`src/rtl/pipe_hazard_sequencer.sv`:
```
// Pipeline stall/flush sequencer for the F/D/E/W pipeline.
// Arbitrates taken-branch flushes, load-use bubbles and multi-cycle data
// memory waits, and keeps a saturating count of stalled cycles.
module pipe_hazard_sequencer #(
  parameter int unsigned BR_FLUSH_CYCLES = 2,
  parameter int unsigned LU_STALL_CYCLES = 1,
  parameter int unsigned MEM_TIMEOUT     = 15,
  parameter int unsigned PERF_W          = 16
) (
  input  logic              clk,
  input  logic              rst_n,
  input  logic              branch_en,
  input  logic              load_use_hzd,
  input  logic              mem_req_E,
  input  logic              mem_ack,
  output logic              stall_F,
  output logic              stall_D,
  output logic              stall_E,
  output logic              flush_F,
  output logic              flush_D,
  output logic              flush_E,
  output logic              alu_en,
  output logic              busy,
  output logic              mem_err,
  output logic [PERF_W-1:0] stall_cnt
);

  typedef enum logic [1:0] {RUN, BRF, LUS, MEMW} state_e;

  localparam logic [7:0] BR_CNT0  = 8'(BR_FLUSH_CYCLES - 2);
  localparam logic [7:0] LU_CNT0  = 8'(LU_STALL_CYCLES - 2);
  localparam logic [7:0] TMO_LAST = 8'(MEM_TIMEOUT - 1);

  state_e            state_q, state_d;
  logic [7:0]        cnt_q, cnt_d;
  logic [7:0]        tmo_q, tmo_d;
  logic [PERF_W-1:0] stall_cnt_q, stall_cnt_d;

  logic st_f_c, st_d_c, st_e_c;
  logic fl_f_c, fl_d_c, fl_e_c;
  logic alu_c, err_c;

  // State, duration counters and perf counter registers
  always_ff @(posedge clk or negedge rst_n) begin
    if (!rst_n) begin
      state_q     <= RUN;
      cnt_q       <= '0;
      tmo_q       <= '0;
      stall_cnt_q <= '0;
    end else begin
      state_q     <= state_d;
      cnt_q       <= cnt_d;
      tmo_q       <= tmo_d;
      stall_cnt_q <= stall_cnt_d;
    end
  end

  // Next state plus stall/flush decode: request-driven in RUN, state-driven elsewhere
  always_comb begin
    state_d = state_q;
    cnt_d   = cnt_q;
    tmo_d   = tmo_q;
    st_f_c  = 1'b0;
    st_d_c  = 1'b0;
    st_e_c  = 1'b0;
    fl_f_c  = 1'b0;
    fl_d_c  = 1'b0;
    fl_e_c  = 1'b0;
    alu_c   = 1'b1;
    err_c   = 1'b0;
    unique case (state_q)
      RUN: begin
        if (branch_en) begin
          fl_f_c = 1'b1;
          fl_d_c = 1'b1;
          alu_c  = 1'b0;
          if (BR_FLUSH_CYCLES > 1) begin
            state_d = BRF;
            cnt_d   = BR_CNT0;
          end
        end else if (mem_req_E && !mem_ack) begin
          st_f_c  = 1'b1;
          st_d_c  = 1'b1;
          st_e_c  = 1'b1;
          alu_c   = 1'b0;
          state_d = MEMW;
          tmo_d   = '0;
        end else if (load_use_hzd) begin
          st_f_c = 1'b1;
          st_d_c = 1'b1;
          fl_e_c = 1'b1;
          if (LU_STALL_CYCLES > 1) begin
            state_d = LUS;
            cnt_d   = LU_CNT0;
          end
        end
      end
      BRF: begin
        fl_f_c = 1'b1;
        fl_d_c = 1'b1;
        alu_c  = 1'b0;
        if (cnt_q == '0) state_d = RUN;
        else             cnt_d   = cnt_q - 8'd1;
      end
      LUS: begin
        st_f_c = 1'b1;
        st_d_c = 1'b1;
        fl_e_c = 1'b1;
        if (branch_en || cnt_q == '0) state_d = RUN;
        else                          cnt_d   = cnt_q - 8'd1;
      end
      MEMW: begin
        st_f_c = 1'b1;
        st_d_c = 1'b1;
        st_e_c = 1'b1;
        alu_c  = 1'b0;
        tmo_d  = tmo_q + 8'd1;
        if (mem_ack) begin
          state_d = RUN;
        end else if (tmo_q == TMO_LAST) begin
          err_c   = 1'b1;
          state_d = RUN;
        end
      end
      default: state_d = RUN;
    endcase
  end

  // Saturating count of cycles with any stall line raised
  always_comb begin
    stall_cnt_d = stall_cnt_q;
    if ((st_f_c || st_d_c || st_e_c) && stall_cnt_q != '1)
      stall_cnt_d = stall_cnt_q + 1'b1;
  end

  // RUN decode reacts to live inputs, so outputs are masked while reset is
  // held to keep a held request from showing a stall during reset.
  assign stall_F   = st_f_c & rst_n;
  assign stall_D   = st_d_c & rst_n;
  assign stall_E   = st_e_c & rst_n;
  assign flush_F   = fl_f_c & rst_n;
  assign flush_D   = fl_d_c & rst_n;
  assign flush_E   = fl_e_c & rst_n;
  assign alu_en    = alu_c | ~rst_n;
  assign mem_err   = err_c & rst_n;
  assign busy      = (state_q != RUN);
  assign stall_cnt = stall_cnt_q;

endmodule

```
`config.mk`:
```
export PLATFORM = sky130hd
export DESIGN_NAME = pipe_hazard_sequencer
export DESIGN_NICKNAME = d
export VERILOG_FILES = /design/src/rtl/pipe_hazard_sequencer.sv
export SDC_FILE = /design/constraint.sdc
export NUM_CORES = 1
export LEC_CHECK = 0
export BUFFER_PORTS_ARGS = -buffer_cell sky130_fd_sc_hd__buf_4
export CAP_MARGIN = 30
export CORE_UTILIZATION = 30
export DETAILED_ROUTE_END_ITERATION = 7
export PLACE_DENSITY = 0.55
export SYNTH_ARGS = -nofsm -noshare
export SYNTH_HDL_FRONTEND = slang
export SYNTH_SLANG_ARGS = --single-unit
```
`constraint.sdc`:
```
create_clock -name clk -period 2 [get_ports clk]
set_input_delay 0.6 -clock clk [delete_from_list [all_inputs] [get_ports clk]]
set_output_delay 0.6 -clock clk [all_outputs]
set_load 0.005 [all_outputs]
```
Word level (Yosys, flattened, before mapping)
Index checks and enable logic that the tools add are counted.
W data, S select, Z words.
Storage, ports and cells
  register bits: 34
  bits of input ports: 6
  output and inout bits: 25
  word-level logic and storage cells: 75
Cells by class
  add/subtract/negate cells: 3
  equality and inequality tests: 14
  multiplexer cells: 32
  bitwise operators: 7
  reductions and logical operators: 15
Operators by type and width (number)
  $mux W8: 5
  $pmux W8 S3: 1
  $add A16 B1 Y16 const B: 1
  $ne A16 B16 Y1 const B: 1
  $pmux W8 S2: 1
  $ne A2 B2 Y1 const B: 7
  $mux W1: 13
  $mux W2: 6
  $pmux W1 S2: 5
  $add A8 B1 Y8 const B: 1
  $eq A8 B4 Y1 const B: 1
  $logic_not A8 Y1: 1
  $pmux W2 S4: 1
  $reduce_and A4 Y1: 2
  $sub A8 B1 Y8 const B: 1
  $ne A3 B3 Y1 const B: 2
  $and A1 B1 Y1: 5
  $eq A2 B2 Y1 const B: 2
  $reduce_bool A2 Y1: 2
  $reduce_or A2 Y1: 2
  $reduce_and A3 Y1: 1
  $reduce_bool A3 Y1: 1
  $eq A2 B1 Y1 const B: 1
  $logic_and A1 B1 Y1: 2
  5 further kinds: 6

Longest topological paths before layout
  depth after elaboration: 7
  mapped depth: 8
  gate-level depth less buffers: 7

Worst setup path after synthesis
No wires, ideal clock.
  kind: register -> register
  from: reg state_q[0]
  to: reg stall_cnt_q[10], in the netlist stall_cnt[10]
  setup time: 0.126 ns
  data arrival time: 1.887 ns
  required time: 1.874 ns
  setup slack: -0.013 ns
  stages on the path, launching flop included: 9
  buffers on the path: 1
  period minus slack after synthesis: 2.013 ns
  cell sequence: dfrtp_1 -> inv_1 -> ha_1 -> nor2b_2 -> a21oi_2 -> o22a_1 -> buf_6 -> or3b_4 -> xnor2_2
On the way
  cells in the longest elaborated chain, start to end: 5
  elaborated cells on any way between the ends: 8
  those cells by class: eq/ne: 2; mux: 2; reduce/logical: 4
RTL lines
  from (decl): RTL line 34  | state_e state_q, state_d;
  from (signal assigned): RTL line 51  | state_q <= state_d;
  $eq A2 B2 Y1: RTL line 71  | unique case (state_q)
  $reduce_or A2 Y1 (no source line)
  $pmux W1 S2: RTL line 71
  $logic_or A1 B1 Y1 *: RTL line 132  | if ((st_f_c || st_d_c || st_e_c) && stall_cnt_q != '1)
  $logic_and A1 B1 Y1 *: RTL line 132
  to (signal assigned): RTL line 54  | stall_cnt_q <= stall_cnt_d;
  to (decl): RTL line 37  | logic [PERF_W-1:0] stall_cnt_q, stall_cnt_d;
Every way passes the cells marked *; elsewhere a longest branch is shown, timed or not.
A chain may end at the register's enable or synchronous reset.

Final worst setup path
  from: reg state_q[0]
  to: out alu_en
On the way
  cells in the longest elaborated chain, start to end: 4
  elaborated cells on any way between the ends: 6
  those cells by class: eq/ne: 2; mux: 1; bitwise: 1; reduce/logical: 2
RTL lines
  $eq A2 B2 Y1 / $eq A2 B1 Y1 (equally long branches): RTL line 71
  $reduce_or A2 Y1 (no source line)
  $pmux W1 S2 *: RTL line 71
  $or A1 B1 Y1 *: RTL line 144  | assign alu_en = alu_c | ~rst_n;
  to (decl): RTL line 22  | output logic alu_en,
Marked as above.

==> results by group <==
Yosys
  • Syn nets: 227
  • Most common cell in the netlist: dfrtp_1
  • Synth unique cells: 52
  • Syn Area/Cell: 9.65 sq um
  • Synth Warn #: 0
  • Synth area leaders: dfrtp_1 (42%), ha_1 (6.8%), xor2_1 (3.9%)
  • Yosys top cell area share: 42.0%
  • Ys flop type: dfrtp_1
  • Post-synthesis cell area: 2030 sq um
  • Post-synth ARST share: 100%
  • Register area share after synthesis: 42.0%
  • Number of synthesized flops with an enable pin: 0
  • Largest family of logic cells by synthesized area: simple AND/OR/NAND/NOR gates
  • #FFs+latches synth: 34
  • Post-Syn Instances: 210
  • Synth area leader: dfrtp_1
  • Xor/xnor share of the synthesized area: 8.15%
  • Post-synthesis mux area share: 1.05%
  • Adder-cell share of the synthesized area: 6.79%
  • Synth Area in Compound Gates: 11.3%
  • Top post-synthesis cells by count: dfrtp_1 (34), nand2_1 (20), nor2_1 (15)
  • Post-Synth Simple-Gate Area: 27.2%

STA
  • Highest clock rate: 0.449 GHz
  • Worst slew pin tran: 0.432 ns
  • Relative slew slack: 71.1%
  • Setup TNS: -1.09 ns
  • Crit path time final: 2.23 ns
  • Final setup vio count: 8
  • Fin crit share: 111%
  • Slew Viols, Final: 0
  • Setup ws final: -0.225 ns
  • RSZ-0062 raised after global routing: true
  • Final Skew: 0.00860 ns
  • Fin. Hold Viols: 0

Critical path
  • Crit path DAT: 1.63 ns
  • Slowest-stage cell, CP: dfrtp_1
  • Worst Setup EP: alu_en
  • Critical Path Start: state_q[0]$_DFFE_PN0P_
  • Critical path's largest stage delay: 0.41 ns
  • R2R Path Start: state_q[1]$_DFFE_PN0P_
  • Critical path class: flip-flop to primary output
  • Crit path capture type: primary output
  • CP max FO: 4
  • R2R Setup Slk: 0.02 ns
  • R2r endpoint: stall_cnt[6]$_DFFE_PN0P_
  • Worst-path cell chain: buf_6 > ha_4 > or3_4 > o311ai_4 > buf_4
  • Data required time of the critical path: 1.40 ns
  • CP Launch Type: flip-flop
  • Register-to-Register Path Depth: 9

Job
  • # Max-Cap Violations: 0

Route
  • DRT Pass-1 Iters: 6
  • Antenna viol nets, final: 0
  • Drt via density: 4.97
  • Top sig layer: met4
  • WL met1: 2320 um
  • WL/cell: 13.2 um
  • Drt drc: 4
  • Vias: 1793
  • DR WL met3: 188 um
  • WL final: 4780 um
  • Met2 wire len: 2190 um
  • DR iter-0 viols: 101

Layout
  • Fill count: 607
  • Final nets: 300
  • Area growth, synth to finish: 44.4%
  • Fraction of layout cells with a size suffix above 1: 40.5%
  • Diode count: 0

Global route
  • First-pass GRT wire length: 7870 um
  • Initial antenna violation count: 0
  • Grt ovf: 0
  • Vias in the first global route: 1649
  • Largest net degree at the start of global routing: 15
  • Global Route Usage Sum: 14.1%

Die
  • Starting density of the core: 31.6%
  • Die Y: 84.2 um
  • # IOs: 31
  • Rows: 29
  • Die Width: 84.2 um
  • Core Area: 6420 sq um
  • Die area: 7090 sq um

Pwr
  • VDD IR max: 0.277 mV
  • Pwr Total: 1.28 mW
  • LEAKAGE: 1.34 nW
  • PD cells: 437 nW/um^2

Outcome
  • Status: finished with violations
  • Failing checks: DRC, setup timing

Clock tree
  • Clk sinks: 34
  • Total CTS buffers: 5
  • Worst skew pair latency: 0.29 ns
  • Maximum clock path buffer count: 2
  • CTS root buffer: clkbuf_8
  • CTS tree: yes
  • Post-CTS Hold Buffers: 0
  • Htree depth: 2
  • Clock transition at path regs: 0.08 ns

Placed design
  • Final GP Congestion: 0.762
  • Port Buf Inserts: 30
  • Dpl hpwl: 3510 um

Min path
  • Min-Delay Path Class: primary input to asynchronous set/reset pin
## power by group
group | internal [mW] | switching, mW
Combinational | 0.0222 | 0.0288
Clock | 0.277 | 0.265
Sequential | 0.687 | 0
Total | 0.986 | 0.294
## final cells by class
type	instances	area, sq um	area share (%)
repair buffers	72	578	19.8
inverters	8	30.0	1.03
clock buffers	6	82.6	2.82
clock inverters	2	12.5	0.428
multi-input cells	162	1280	43.6
flip-flops and latches	34	851	29.1
well taps	77	96.3	3.29
## worst max-delay path, delay by kind of cell, from the launching register on
kind                       cells  cell delay [ns]
buffers and inverters          2             0.30
and+or+nand+nor                1             0.37
adders and majority gates      1             0.16
AOI/OAI and AO/OA              1             0.08
DFF                            1             0.41
## how the worst min path moves through the flow
stage | to | slack [ns]
after floorplan | cnt_q[0]$_DFFE_PN0P_ | 0.30
after global placement | tmo_q[6]$_DFFE_PN0P_ | 0.45
after detailed placement | tmo_q[6]$_DFFE_PN0P_ | 0.45
after CTS | tmo_q[4]$_DFFE_PN0P_ | 0.13
after global routing | tmo_q[6]$_DFFE_PN0P_ | 0.13
final | tmo_q[6]$_DFFE_PN0P_ | 0.13
## metal layers
| metal | GRT usage, % | vias to the layer above |
|---|---|---|
| li1 | - | 895 |
| met1 | 18.9 | 858 |
| met2 | 22.1 | 35 |
| met3 | 3.34 | 5 |
| met4 | 5.17 | 0 |
| met5 | 0 | - |
## stage by stage
stage               std cells  worst slack (ns)  util [%]  hold slack [ns]  cell area [sq um]
floorplan                 210            0.0168         -            0.304               2030
finish                    361            -0.225      45.6            0.134               2930
detailed placement        340            -0.128      39.3            0.447               2530
global placement          340            -0.108      39.3            0.453               2530
global route              361            -0.277      45.6            0.134               2930
CTS                       358            -0.219      43.3            0.128               2780
## what timing repair did
| action | in CTS | in global routing |
|---|---|---|
| gates resized for setup | 21 | 22 |
| endpoints found under the setup margin | 10 | 23 |
| setup buffers | 10 | 3 |
| pin swaps | 9 | 13 |
## cell families after synthesis
kind of cell             count (synthesis)
multiplexers                             2
buffers and inverters                   14
XOR/XNOR                                18
AO/OA/AOI/OAI                           36
flip-flops                              34
adder cells (fa/ha/maj)                 11
AND/OR/NAND/NOR                         95
## flip-flops by register name, summed over array words and instances, names as in the netlist
signal and flops:
state_q 2, stall_cnt 16, cnt_q 8, tmo_q 8
## layout by cell type, fill, tap and decap left out, types with 2 or more instances in the layout
cell type,n
ha_1,6
nor2_1,14
nand2_1,20
o31ai_1,2
o21ai_0,14
buf_4,63
a21oi_2,2
nor2_4,2
buf_6,8
inv_2,2
inv_1,6
ha_2,2
and3_1,4
ha_4,3
xor2_1,9
a31oi_1,2
nor3_1,4
nor4b_4,2
and4b_1,2
nand3_1,11
nor3_2,5
a21oi_1,4
dfrtp_1,34
nor4_1,2
nor3b_2,2
xnor2_1,8
clkbuf_8,6
nand4_1,7
nand2b_1,4
Note: power is estimated with default switching activity, not from simulation.
